## config.mk

```make
export PLATFORM = sky130hd
export DESIGN_NAME = mac_acc
export DESIGN_NICKNAME = d
export VERILOG_FILES = /design/src/rtl/mac_pkg.sv /design/src/rtl/mac_mult.sv /design/src/rtl/mac_acc.sv
export SDC_FILE = /design/constraint.sdc
export NUM_CORES = 1
export LEC_CHECK = 0
export ABC_CLOCK_PERIOD_IN_PS = 14500
export CAP_MARGIN = 20
export CORE_MARGIN = 4
export CORE_UTILIZATION = 40
export CTS_BUF_LIST = sky130_fd_sc_hd__clkbuf_8
export DETAILED_ROUTE_END_ITERATION = 10
export PLACE_DENSITY = 0.67
export RECOVER_POWER = 100
export SYNTH_ARGS = -nofsm -noshare
export SYNTH_HDL_FRONTEND = slang
export SYNTH_SLANG_ARGS = --single-unit
```

## constraint.sdc

```tcl
create_clock -name clk -period 14.5 [get_ports clk]
set_clock_uncertainty 0.05 [all_clocks]
set_input_delay 2.9 -clock clk [delete_from_list [all_inputs] [get_ports clk]]
set_output_delay 2.9 -clock clk [all_outputs]
set_load 0.03 [all_outputs]
```

## src/rtl/mac_pkg.sv

```systemverilog
// mac_pkg
// Shared definitions for the multiply-accumulate slice:
//   beat_ctl_t     - per-beat sideband bits that travel alongside a product
//   sat_max/min    - saturation bounds for a given accumulator width/signedness
//   mac_params_ok  - elaboration-time sanity check of the width parameters
package mac_pkg;

  // Widest accumulator the bound helpers can describe.
  localparam int MAX_ACC_W = 128;

  typedef logic [MAX_ACC_W-1:0] bound_t;

  typedef struct packed {
    logic valid;
    logic clear;
    logic last;
  } beat_ctl_t;

  // Largest representable accumulator value, as an acc_w-bit pattern in the
  // low bits (upper bits zero).
  function automatic bound_t sat_max(input int acc_w, input bit is_signed);
    bound_t r;
    r = '0;
    for (int i = 0; i < MAX_ACC_W; i++) begin
      if (i < acc_w - 1 || (i == acc_w - 1 && !is_signed)) r[i] = 1'b1;
    end
    return r;
  endfunction

  // Smallest representable accumulator value, as an acc_w-bit pattern.
  function automatic bound_t sat_min(input int acc_w, input bit is_signed);
    bound_t r;
    r = '0;
    for (int i = 0; i < MAX_ACC_W; i++) begin
      if (is_signed && i == acc_w - 1) r[i] = 1'b1;
    end
    return r;
  endfunction

  // The accumulator must hold at least one full product.
  function automatic bit mac_params_ok(input int data_w, input int acc_w);
    return (data_w >= 2) && (acc_w >= 2 * data_w) && (acc_w <= MAX_ACC_W);
  endfunction

endpackage

```

## src/rtl/mac_mult.sv

```systemverilog
// mac_mult
// Registered product stage. Forms the full 2*DATA_W product of a and b
// (two's complement when SIGNED != 0) and registers it with the beat sidebands.
// Ports:
//   clk, rst_n  - clock, synchronous active-low reset
//   hold        - freeze the stage (downstream stall)
//   a, b        - operands
//   ctl         - sidebands of the incoming beat (valid = beat accepted)
//   p, p_ctl    - registered product and sidebands
module mac_mult
  import mac_pkg::*;
#(
  parameter int DATA_W = 8,
  parameter int SIGNED = 1
) (
  input  logic                  clk,
  input  logic                  rst_n,
  input  logic                  hold,
  input  logic [DATA_W-1:0]     a,
  input  logic [DATA_W-1:0]     b,
  input  beat_ctl_t             ctl,
  output logic [2*DATA_W-1:0]   p,
  output beat_ctl_t             p_ctl
);

  logic                a_sign;
  logic                b_sign;
  logic [2*DATA_W-1:0] a_ext;
  logic [2*DATA_W-1:0] b_ext;
  logic [2*DATA_W-1:0] prod;

  // Extending both operands to the product width first lets one unsigned
  // multiplier serve both modes: the low 2*DATA_W bits are the same either way.
  assign a_sign = (SIGNED != 0) && a[DATA_W-1];
  assign b_sign = (SIGNED != 0) && b[DATA_W-1];
  assign a_ext  = {{DATA_W{a_sign}}, a};
  assign b_ext  = {{DATA_W{b_sign}}, b};
  assign prod   = a_ext * b_ext;

  // The product register advances every unstalled cycle; when no beat is
  // accepted the valid sideband simply goes low and the product is don't-care.
  always_ff @(posedge clk) begin
    if (!rst_n) begin
      p     <= '0;
      p_ctl <= '0;
    end else if (!hold) begin
      p     <= prod;
      p_ctl <= ctl;
    end
  end

endmodule

```

## src/rtl/mac_acc.sv

```systemverilog
// mac_acc
// Pipelined multiply-accumulate unit. Operand pairs arrive under valid/ready,
// are multiplied in mac_mult, then summed per packet (clear = first beat,
// last = final beat). One result per packet is held at the output until taken.
// Ports:
//   clk, rst_n          - clock, synchronous active-low reset
//   in_valid, in_ready  - operand beat handshake
//   a, b                - operands
//   clear, last         - packet delimiters for the beat
//   out_valid, out_ready- result handshake
//   out_acc             - accumulated (optionally saturated) result
//   overflow            - at least one overflow occurred in the packet
module mac_acc
  import mac_pkg::*;
#(
  parameter int DATA_W   = 8,
  parameter int ACC_W    = 24,
  parameter int SIGNED   = 1,
  parameter int SATURATE = 1
) (
  input  logic              clk,
  input  logic              rst_n,
  input  logic              in_valid,
  output logic              in_ready,
  input  logic [DATA_W-1:0] a,
  input  logic [DATA_W-1:0] b,
  input  logic              clear,
  input  logic              last,
  output logic              out_valid,
  input  logic              out_ready,
  output logic [ACC_W-1:0]  out_acc,
  output logic              overflow
);

  localparam int EXT_W = ACC_W + 1 - 2 * DATA_W;
  localparam logic [ACC_W-1:0] ACC_MAX = ACC_W'(sat_max(ACC_W, SIGNED != 0));
  localparam logic [ACC_W-1:0] ACC_MIN = ACC_W'(sat_min(ACC_W, SIGNED != 0));

  generate
    if (!mac_params_ok(DATA_W, ACC_W)) begin : g_bad_params
      $error("mac_acc: need DATA_W >= 2 and ACC_W >= 2*DATA_W");
    end
  endgenerate

  logic                stall;
  beat_ctl_t           beat;
  logic [2*DATA_W-1:0] prod;
  beat_ctl_t           pctl;

  logic [ACC_W-1:0]    acc;
  logic                ovf_acc;

  logic                p_sign;
  logic                acc_sign;
  logic [ACC_W:0]      p_ext;
  logic [ACC_W:0]      base;
  logic [ACC_W:0]      sum;
  logic                ovf;
  logic [ACC_W-1:0]    sat_sum;
  logic                sticky;

  // A held, unaccepted result freezes the whole pipeline.
  assign stall    = out_valid && !out_ready;
  assign in_ready = rst_n && !stall;
  assign beat     = {in_valid && in_ready, clear, last};

  mac_mult #(
    .DATA_W (DATA_W),
    .SIGNED (SIGNED)
  ) u_mult (
    .clk   (clk),
    .rst_n (rst_n),
    .hold  (stall),
    .a     (a),
    .b     (b),
    .ctl   (beat),
    .p     (prod),
    .p_ctl (pctl)
  );

  // One extra bit of headroom is enough: the sum of two in-range values of
  // ACC_W bits always fits in ACC_W+1 bits, so the top bit is the true sign
  // (signed) or the carry out (unsigned).
  assign p_sign   = (SIGNED != 0) && prod[2*DATA_W-1];
  assign acc_sign = (SIGNED != 0) && acc[ACC_W-1];
  assign p_ext    = {{EXT_W{p_sign}}, prod};
  assign base     = pctl.clear ? '0 : {acc_sign, acc};
  assign sum      = base + p_ext;
  assign ovf      = (SIGNED != 0) ? (sum[ACC_W] ^ sum[ACC_W-1]) : sum[ACC_W];
  assign sticky   = (pctl.clear ? 1'b0 : ovf_acc) | ovf;

  // Clamp to the nearer bound. Unsigned sums can only overflow upwards;
  // a signed overflow goes to whichever side the true sign bit points at.
  always_comb begin
    sat_sum = sum[ACC_W-1:0];
    if (ovf && (SATURATE != 0)) begin
      if ((SIGNED != 0) && sum[ACC_W]) sat_sum = ACC_MIN;
      else                             sat_sum = ACC_MAX;
    end
  end

  // Accumulate and output stage. A consumed result is released first, then a
  // newly finished packet may overwrite it on the same edge, which gives
  // back-to-back results without an idle cycle. Finishing a packet zeroes the
  // accumulator so a following packet without clear still starts from zero.
  always_ff @(posedge clk) begin
    if (!rst_n) begin
      acc       <= '0;
      ovf_acc   <= 1'b0;
      out_valid <= 1'b0;
      out_acc   <= '0;
      overflow  <= 1'b0;
    end else begin
      if (out_valid && out_ready) out_valid <= 1'b0;
      if (pctl.valid && !stall) begin
        if (pctl.last) begin
          out_acc   <= sat_sum;
          overflow  <= sticky;
          out_valid <= 1'b1;
          acc       <= '0;
          ovf_acc   <= 1'b0;
        end else begin
          acc       <= sat_sum;
          ovf_acc   <= sticky;
        end
      end
    end
  end

endmodule

```

# After elaboration in Yosys (flattened, before gate mapping)
# Cells that the tools add are included.
dict set report totals {
  reg_bits 70
  input_bits 22
  out_inout_bits 27
  word_cells 30
}
dict set report classes {
  n_addsub 1
  n_mul 1
  muxes 9
  bitwise_logic 2
  n_reduce_logical 8
}
# op n
set ops {}
lappend ops {{$mux W24} 3}
lappend ops {{$add A25 B25 Y25} 1}
lappend ops {{$mux W25} 1}
lappend ops {{$mul A8 B8 Y16} 1}
lappend ops {{$logic_and A1 B1 Y1} 5}
lappend ops {{$mux W1} 5}
lappend ops {{$logic_not A1 Y1} 2}
lappend ops {{$reduce_and A2 Y1} 1}
lappend ops {{$or A1 B1 Y1} 1}
lappend ops {{$xor A1 B1 Y1} 1}

# Longest topological paths before layout
dict set report depth {
  word_depth 5
  depth_mapped 17
  ltp_nobuf 17
}

# Modules after synthesis
# From an unflattened synthesis, not the netlist that was laid out.
dict set report hier_totals {
  cells_unflattened 774
  area_unflattened_um2 6663.9
}
# module instances cells_each area_per_inst_um2 seq_area_each_um2
set modules_own_cells {}
lappend modules_own_cells {mac_acc 1 425 3454.6 1021.0}
lappend modules_own_cells {mac_mult 1 349 3209.3 380.4}

# Worst setup path after synthesis
# No wires, ideal clock.
dict set report synth_timing {
  kind {input -> register}
  from {in b[4]}
  to {reg u_mult.p[14]}
  setup_ns 0.064
  arrival_ns 6.874
  required_time_ns 14.386
  slack_ns 7.513
  stages 17
  path_buffers 0
  cell_sequence {and2_1 -> fa_1 -> inv_1 -> fa_1 -> inv_1 -> fa_1 -> inv_1 -> fa_1 -> inv_1 -> ha_1 -> a21oi_1 -> o21bai_1 -> a21oi_1 -> o21bai_1 -> a41oi_1 -> or4b_2 -> nand4_1}
}
dict set report synth_between {
  elab_chain_cells 1
}
# element line_no
set synth_lines {}
lappend synth_lines {{start: declaration} mac_acc.sv:26} ;# input logic [DATA_W-1:0] b,
lappend synth_lines {{$mul A8 B8 Y16} mac_mult.sv:38} ;# assign prod = a_ext * b_ext;
lappend synth_lines {{end signal: assignment} mac_mult.sv:47} ;# p <= prod;
lappend synth_lines {{end: declaration} mac_mult.sv:22} ;# output logic [2*DATA_W-1:0] p,
# Every way passes these cells.
# A chain may end at the register's enable or synchronous reset.

# Worst setup path after layout
dict set report layout_timing {
  from {in out_ready}
  to {out in_ready}
}
dict set report layout_between {
  elab_chain_cells 4
}
# element line_no
set layout_lines {}
lappend layout_lines {{start: declaration} mac_acc.sv:30} ;# input logic out_ready,
lappend layout_lines {{$logic_not A1 Y1} mac_acc.sv:63} ;# assign stall = out_valid && !out_ready;
lappend layout_lines {{$logic_and A1 B1 Y1} mac_acc.sv:63}
lappend layout_lines {{$logic_not A1 Y1} --}
lappend layout_lines {{$logic_and A1 B1 Y1} mac_acc.sv:64} ;# assign in_ready = rst_n && !stall;
lappend layout_lines {{end: declaration} mac_acc.sv:24} ;# output logic in_ready,
# Every way passes these cells.

==> results summary <==
The post-layout worst setup margin came out at slightly above 6000 ps. The clock period minus final worst setup slack is about 8300 ps. Of the total power, registers draw 24.4%. The hold buffer count at CTS is 0. The standby leakage power came out at 3.31 nW. The routed layout has between 5,000 and 6,000 vias. Net switching is about two fifths of the power. The total power divided by cell area came out at approximately 130 mW/mm². By instance count, the cell type seen most on the critical path is sky130_fd_sc_hd__dlygate4sd3_1. The number of distinct standard cells referenced by the synthesized netlist is 58. Static timing analysis puts the maximum clock frequency at ~0.12 GHz. The internal power of the cells totals between 500 and 600 µW. The number of slew-limit violations in the final report is 49.

The number of violations of the max-capacitance limit is 1. The number of buffers inserted during clock tree synthesis came out at 9. After clock tree synthesis, the clock-pin slew on the worst setup and hold paths is 70 ps. The setup path with the least slack is of type primary input to output port. The die outline area came out at ~0.018 mm². The hold-critical path endpoint is acc[6].

The count of nets left with antenna violations after detail routing is 0. The number of placed I/O pins came out at just under 50. The final reports fail on capacitance limit, slew limit. The share of the core filled with cells came out at a little under half.

The arrival time of data at the critical path endpoint is 5310 ps. The hold path startpoint is acc[6]. At the worst endpoint, the required time is between 10,000 and 15,000 ps. The final global-route overflow total is 0. A synthesized cell averages roughly 8.6 µm².

The worst-margin pin slew is between 1500 and 2000 ps. The power share of the clock group is between 10% and 20%. The setup check on the worst reg-to-reg path leaves a slack of about 10,000 ps.

Measured against its own limit, the worst slew margin works out to -19.6%. Using the TritonRoute via totals, the vias-per-cell ratio works out to about 5.1. For this run, the detailed router's first-pass iteration total came to 5. The slowest stage of the critical path is the sky130_fd_sc_hd__dlygate4sd3_1 cell. The number of standard-cell rows in the floorplan is 46.

The first-iteration detailed-routing DRC count came out at about 260. In the post-synthesis netlist, the biggest area contributors are sky130_fd_sc_hd__dfxtp_1, sky130_fd_sc_hd__fa_1, sky130_fd_sc_hd__ha_1, sky130_fd_sc_hd__and2_1, sky130_fd_sc_hd__inv_1. The flop and latch count out of synthesis is 70. 0 antenna diodes ended up in the layout.

The area growth from synthesis to final layout is 13.9%. Of all flip-flops after synthesis, the portion carrying an async set or reset was 0%. The worst setup path is captured at an output port. Before CTS, the worst setup slack after placement is around 6600 ps. The wire length of the first global-routing pass came out at ~24,000 µm. The run finished, with violations left. The min-delay analysis places its worst path in the category flip-flop to flip-flop.

The die boundary width is roughly 140 µm. The post-route fraction of the period consumed by the critical path came out at 57.0%. The initial antenna violation count came out at 0. The total number of nets in the final design is 917. The largest net degree at the start of global routing came out at 55. Of the total power, combinational logic draws between 50% and 60%. The fraction of post-synthesis cell area in the top cell type by area came out at between 20% and 30%. The total count of hold-check failures in the final report came out at 0. The via count of the first global-routing pass came out at ~5,100. For this block, the routed nets add up to around 13,000 µm of wire. The post-route netlist has around 7.5% of its cells at a drive strength greater than 1. The deepest clock path buffer count came out at 2. Across every metal layer, demand over resource in global routing totals between 15 and 20%. The library cell used as clock root buffer is sky130_fd_sc_hd__clkbuf_8. The number of clock sinks came out at 70.

Synthesis handed over a netlist of about 750 instances. Summed over all instances, the cell type with the most area after synthesis is sky130_fd_sc_hd__dfxtp_1. The post-synthesis cell area is about 0.0065 mm². The number of cells on the worst hold path came out at 2. The total area inside the core boundary comes to ~0.016 mm². The yosys synthesis warning count came out at 0. The power dissipated by switching net loads came out at between 400 and 500 µW. The most used flip-flop cell after synthesis is sky130_fd_sc_hd__dfxtp_1. TritonCTS built the clock tree. The final routed wire length divided by cell count is 13.3 µm.

The post-detailed-placement half-perimeter wirelength came out at 10,300 µm. The number of gates resized after CTS is 0. Routability-driven placement finished with a final weighted congestion of 0.859.

In the post-synthesis netlist, the cell with the most instances is sky130_fd_sc_hd__inv_1. The clock network latency to the later pin of the worst-skew pair came out at between 300 and 400 ps. The number of nets produced by synthesis came out at just under 900. The initial utilization of the core area, before any placement, comes to around two fifths.

STA classifies the critical path startpoint as a primary input. The H-tree was split into 3 levels. By count the netlist is led by sky130_fd_sc_hd__inv_1, sky130_fd_sc_hd__nand2_1, sky130_fd_sc_hd__dfxtp_1. The proportion of synthesized chip area in sequential cells came out at 21.7%.

The end of the worst register-to-register path is out_acc[12]. The overall power consumption came out at approximately 970 µW. The largest fanout on the critical path is 24. Walking the worst path, the cells encountered are dlygate4sd3_1, nand2b_1, clkbuf_1, and2_1, dlygate4sd3_1.

The count of flip-flops with a built-in enable after synthesis is 0. The highest cell delay on the worst timing path came out at ~750 ps. The setup total negative slack came out at 0 ps. The DRC violations left came out at 0. The vertical die dimension came out at approximately 140 µm. Setup repair after global routing left no endpoint under its margin. Setup violations remaining at the end of the flow were counted as 0. The startpoint identified for the worst register-to-register timing path is u_mult.p_ctl[1]. Across the VDD grid, the largest voltage drop is approximately 0.00012 V. In this run the tool buffered the top-level ports with 48 buffer cells. The worst reg-to-reg path cell count came out at 13.

Once the clock tree was built, the setup fixing pass inserted 0 buffers.
## metrics by stage
step	area, µm²	instances	hold slack [ps]
2_1_floorplan	6460	748	367
3_3_place_gp	7130	991	377
3_5_place_dp	7130	991	387
4_1_cts	7360	1007	397
5_1_grt	7350	1007	428
6_report	7350	1007	397
## power by group through the flow
| stage | Combinational [mW] | Clock (mW) | Sequential (mW) |
|---|---|---|---|
| floorplan | 0.441 | 0 | 0.238 |
| global placement | 0.544 | 0 | 0.241 |
| detailed placement | 0.552 | 0 | 0.241 |
| CTS | 0.557 | 0.188 | 0.237 |
| global route | 0.637 | 0.195 | 0.240 |
| finish | 0.549 | 0.182 | 0.236 |
## worst max path at each step
| stage | startpoint | slack, ps | endpoint |
|---|---|---|---|
| floorplan | b[4] | 7510 | u_mult.p[14] |
| finish | out_ready | 6240 | in_ready |
| global route | out_ready | 6050 | in_ready |
| detailed placement | b[7] | 6620 | u_mult.p[14] |
| CTS | rst_n | 6880 | in_ready |
| global placement | b[7] | 6720 | u_mult.p[14] |
## kinds of logic (layout without fill, tap and decap cells)
family          count (synthesis)  count (layout)  share of synthesized area [%]
simple gates                  219             219                           18.6
compound gates                206             206                           20.6
buf+inv                       110             153                           6.78
fa+ha+maj                     109             109                           27.6
flops                          70              70                           21.7
xor+xnor                       32              32                           4.34
mux                             2               2                          0.329
## layout by cell type, fill, tap and decap left out, types with 11 or more instances in the layout
cell / instances
sky130_fd_sc_hd__nor2b_1: 31
sky130_fd_sc_hd__a21o_1: 11
sky130_fd_sc_hd__a21oi_1: 53
sky130_fd_sc_hd__fa_1: 56
sky130_fd_sc_hd__ha_1: 53
sky130_fd_sc_hd__nand2_1: 75
sky130_fd_sc_hd__o21ai_0: 61
sky130_fd_sc_hd__dlygate4sd3_1: 30
sky130_fd_sc_hd__clkdlybuf4s50_1: 18
sky130_fd_sc_hd__inv_1: 82
sky130_fd_sc_hd__xnor2_1: 22
sky130_fd_sc_hd__dfxtp_1: 70
sky130_fd_sc_hd__and2_1: 44
sky130_fd_sc_hd__a21oi_2: 21
sky130_fd_sc_hd__a21boi_0: 15
## flip-flops by register name (all words and copies together) (netlist names)
register,count
acc,24
out_acc,24
out_valid,1
overflow,1
ovf_acc,1
u_mult.p,16
u_mult.p_ctl,3
## cell type report
cell class              instances  area, µm²
fillers                      1550       8470
multi-input cells             568       4620
flip-flops and latches         70       1400
repair buffers                 55        526
inverters                      82        308
well taps                     216        270
clock buffers                  10        138
clock inverters                 6       93.8
## layer usage
layer / track usage, % / routed length, µm / up-vias
met5: 0 / 0 / -
met4: 3.30 / 117 / 0
met3: 2.98 / 612 / 9
met2: 25.5 / 6200 / 96
met1: 22.0 / 6480 / 2413
li1: - / - / 2584
## worst max-delay path: cells and delay by family
kind	cells	cell delay, ps
buffers and inverters	3	2040
and+or+nand+nor	2	370
Power figures use the tool's default switching activity.
